### src/rtl/shift_ctrl_unit.sv
`default_nettype none
// ============================================================================
// Module      : shift_ctrl_unit
// Description : Moore control FSM driving Load / Shift_En / Clr_Out strobes of
//               a serial register chain; N_SHIFTS shifts per Execute press.
//               Optional Shift_Cnt port enabled by SHIFT_CTRL_CNT_OUT_EN.
// Revision    : 1.0 - initial release
// ============================================================================
module shift_ctrl_unit #(
    parameter  int N_SHIFTS = 8,
    localparam int CW       = $clog2(N_SHIFTS + 1)
) (
    input  logic          Clk,
    input  logic          Reset,
    input  logic          Execute,
    input  logic          LoadReq,
    input  logic          ClrReq,
    output logic          Load,
    output logic          Shift_En,
    output logic          Clr_Out,
    output logic          Busy,
    output logic          Done
`ifdef SHIFT_CTRL_CNT_OUT_EN
    ,
    output logic [CW-1:0] Shift_Cnt
`endif
);

    typedef enum logic [2:0] {
        S_IDLE  = 3'd0,
        S_CLR   = 3'd1,
        S_LOAD  = 3'd2,
        S_SHIFT = 3'd3,
        S_HOLD  = 3'd4
    } state_t;

    localparam logic [CW-1:0] C_LAST_CNT = CW'(N_SHIFTS - 1);

    state_t          state_q, state_d;
    logic [CW-1:0]   cnt_q,   cnt_d;

    always_ff @(posedge Clk) begin
        if (Reset) begin
            state_q <= S_IDLE;
            cnt_q   <= '0;
        end else begin
            state_q <= state_d;
            cnt_q   <= cnt_d;
        end
    end

    // Outputs decode from the registered state only, so the strobes are one-hot.
    always_comb begin
        state_d  = state_q;
        cnt_d    = cnt_q;
        Load     = 1'b0;
        Shift_En = 1'b0;
        Clr_Out  = 1'b0;
        Busy     = 1'b0;
        Done     = 1'b0;
        case (state_q)
            S_IDLE: begin
                if (ClrReq) begin
                    state_d = S_CLR;
                end else if (LoadReq) begin
                    state_d = S_LOAD;
                end else if (Execute) begin
                    state_d = S_SHIFT;
                    cnt_d   = '0;
                end
            end
            S_CLR: begin
                Clr_Out = 1'b1;
                state_d = S_IDLE;
            end
            S_LOAD: begin
                Load    = 1'b1;
                state_d = S_IDLE;
            end
            S_SHIFT: begin
                Shift_En = 1'b1;
                Busy     = 1'b1;
                cnt_d    = cnt_q + CW'(1);
                if (cnt_q == C_LAST_CNT) begin
                    state_d = S_HOLD;
                end
            end
            S_HOLD: begin
                Done = 1'b1;
                // Wait for release so one press gives exactly one run.
                if (!Execute) begin
                    state_d = S_IDLE;
                end
            end
            default: begin
                state_d = S_IDLE;
            end
        endcase
    end

`ifdef SHIFT_CTRL_CNT_OUT_EN
    assign Shift_Cnt = cnt_q;
`else
    // Counter remains internal; it only sequences the SHIFT state.
`endif

endmodule
`default_nettype wire

### config.mk
export PLATFORM = sky130hd
export DESIGN_NAME = shift_ctrl_unit
export DESIGN_NICKNAME = d
export VERILOG_FILES = /design/src/rtl/shift_ctrl_unit.sv
export SDC_FILE = /design/constraint.sdc
export NUM_CORES = 1
export LEC_CHECK = 0
export ABC_AREA = 1
export CORE_AREA = 2 2 39 41
export DETAILED_ROUTE_END_ITERATION = 7
export DIE_AREA = 0 0 41 43
export HOLD_SLACK_MARGIN = 0.12
export PLACE_DENSITY = 0.53
export SLEW_MARGIN = 20
export SYNTH_ARGS = -nofsm -noshare
export SYNTH_HDL_FRONTEND = slang
export SYNTH_SLANG_ARGS = --single-unit
### constraint.sdc
create_clock -name Clk -period 1.25 [get_ports Clk]
set_input_delay 0.125 -clock Clk [delete_from_list [all_inputs] [get_ports Clk]]
set_output_delay 0.125 -clock Clk [all_outputs]
set_load 0.1 [all_outputs]
==> results.md <==
- Run status: completed
- Most area-consuming cells after synthesis: dfxtp_1, nand2_1, nor2_1, nand3_1, inv_1
- Critical path required time: 1.12 ns
- Clock power frac: 0.185
- Clock slew at reported path FFs: 0.05 ns
- Cell taking the most area after synthesis: dfxtp_1
- RePlAce Congestion: 0.676
- DRT antenna net count: 0
- Slowest cell on crit path: dfxtp_4
- Met3 GRT Util: 0.0157
- Fin. max-slew vios: 0
- Initial Util: 0.311
- GRT Util Overall: 0.120
- DR DRC count: 0
- Logic gate share of total power: 0.542
- Die height: 43 µm
- Max incr delay on CP: 0.39 ns
- Final worst slack: 0.0407 ns
- # IOs: 10
- Fin cells: 104
- Pint: 605 µW
- Vias in the first global route: 378
- Longest Clk Path Bufs: 2
- Routed via count: 450
- Sw Pwr: 489 µW
- Worst vdd ir: 0.653 mV
- ANT cells: 0
- Post-detail-place hpwl: 675 µm
- Fin crit share: 0.967
- Post-synth top cells: nand2_1, nor2_1, inv_1, dfxtp_1, nand3_1
- FFs w/ async S/R, synth: 0
- Worst setup SP type: flop
- RSZ-0062 raised after global routing: yes
- Row Count: 14
- Layout cells sized above 1: 0.341
- Initial antenna violation count: 0
- Worst setup EP type: output pin
- Hold Crit Class: flop to flop
- CTS hold repair buffers: 0
- Pre-CTS worst setup slack: 0.0143 ns
- CP Cell Sequence: nand2_2 > nor2_4 > buf_6 > buf_12
- CTS H-Tree Depth: 1
- Max-cap violations: 0
- Synth Register Bits: 7
- Worst-margin pin slew: 0.223 ns
- Final Hold Violating Endpoints: 0
- Skew final: 0.00675 ns
- Most common cell in the netlist: nand2_1
- Area Overhead vs Synth: 63.1%
- Worst hold slack: 0.468 ns
- Total Wirelength: 883 µm
- PortBufs: 9
- Yosys warns: 0
- Final setup fails: 0
- Cells after Synth: 70
- First-pass GRT wire length: 1.41 mm
- Post-synth EDFFs: 0
- Root Buffer Master: clkbuf_4
- Clock sinks: 7
- Rel. slew slack: 0.850
- CP arrival: 1.08 ns
- CTS tree: yes
- Die width: 41 µm
- Sequential Power Share: 0.273
- Sequential area share after synthesis: 0.326
- PD cells: 1560 mW/mm²
- Synth Area per Inst: 6.15 µm²
- Tmin final: 1.21 ns
- GR peak layer: met1
- Top cell type's share of synthesized area: 0.326
- Ys flop type: dfxtp_1
- Syn Nets: 76
- Drt wl/cell: 8.49 µm
- Die area: 0.00176 mm²
- Total core area: 0.00138 mm²
- Clock Latency Late Sink: 0.25 ns
- Crit Path Max Fanout: 6
- DRT Pass-1 Iters: 4
- Largest net degree at the start of global routing: 7
- Cell Area, Synth: 430 µm²
- Peak Freq: 827 MHz
- Nets: 95
- CP Class: flop to output pin
- Distinct cells, synth: 16
- Inst Count DP: 97
- Num CTS Buffers: 3
- Initial DRC count: 13
- Met2 usage: 0.156
- Leakage: 0.000323 µW
- M1 GR Usage: 0.157
- Grt ovf: 0
- Sw Share: 0.447
- Vias per inst: 4.33
==> metal layers <==
metal / vias to the layer above / routed length, µm
met1: 185 / 436
li1: 255 / -
met5: - / 0
met4: 0 / 15
met3: 2 / 33
met2: 8 / 398
==> cell usage in the layout (no fill, tap or decap), types with 2 or more instances in the layout <==
master | synthesis | layout
dfxtp_4 | 0 | 3
inv_2 | 1 | 2
a21oi_1 | 4 | 4
nor2_2 | 0 | 3
buf_6 | 0 | 2
nand2_1 | 18 | 18
nor2_1 | 12 | 9
dfxtp_1 | 7 | 4
inv_1 | 9 | 7
clkbuf_4 | 0 | 3
clkdlybuf4s50_1 | 0 | 4
nand3_1 | 7 | 6
buf_4 | 1 | 4
nand2_2 | 3 | 3
buf_12 | 0 | 5
==> sequential cells by signal, indices dropped and copies added (netlist names) <==
name     cells
cnt_q        4
state_q      3
==> final cells by class <==
type,count,area (µm²)
timing repair buffer,15,193
sequential,7,151
clock buffer,4,26.3
tap,16,20.0
fill,135,682
multi-input combinational,52,269
inverter,10,42.5
==> kinds of logic (layout without fill, tap and decap cells) <==
| family | Yosys count | count (layout) | synth area share |
|---|---|---|---|
| flops | 7 | 7 | 0.326 |
| simple gates | 46 | 46 | 0.483 |
| buf+inv | 11 | 29 | 0.105 |
| fa+ha+maj | 1 | 1 | 0.0291 |
| compound gates | 5 | 5 | 0.0581 |
==> path summary, 6_finish.rpt <==
path                            cells after the start                     from                 endpoint  slack, ns
worst max register to register                      8  state_q[1]$_SDFFE_PP0P_  state_q[0]$_SDFFE_PP0P_       0.09
worst min-delay path                                2    cnt_q[3]$_SDFFE_PP0P_    cnt_q[3]$_SDFFE_PP0P_       0.47
worst max-delay path                                4  state_q[1]$_SDFFE_PP0P_                     Busy       0.04
worst min register to register                      2    cnt_q[3]$_SDFFE_PP0P_    cnt_q[3]$_SDFFE_PP0P_       0.47
==> power by group through the flow <==
stage	registers, µW	clock network [µW]	logic (µW)
6_report	299	202	594
5_1_grt	301	234	634
4_1_cts	293	213	580
3_5_place_dp	310	0	531
3_3_place_gp	312	0	530
2_1_floorplan	303	0	362
==> worst max-delay path, delay by kind of cell, from the launching register on <==
kind,cells,cell delay (ns)
flip-flops,1,0.39
buffers and inverters,2,0.28
AND/OR/NAND/NOR,2,0.17
==> what timing repair did <==
action	4_1_cts	5_1_grt
endpoints found under the setup margin	5	12
gates resized for setup	4	5
pin swaps	2	0
setup buffers	3	0
==> per-stage QoR <==
step	util	total power [µW]	TNS, ns	instance area, µm²
global placement	0.455	842	0	629
finish	0.507	1090	0	702
global route	0.507	1170	-0.0710	702
floorplan	-	664	-2.71	454
detailed placement	0.455	841	0	629
CTS	0.495	1090	0	686
Power figures use the tool's default switching activity.
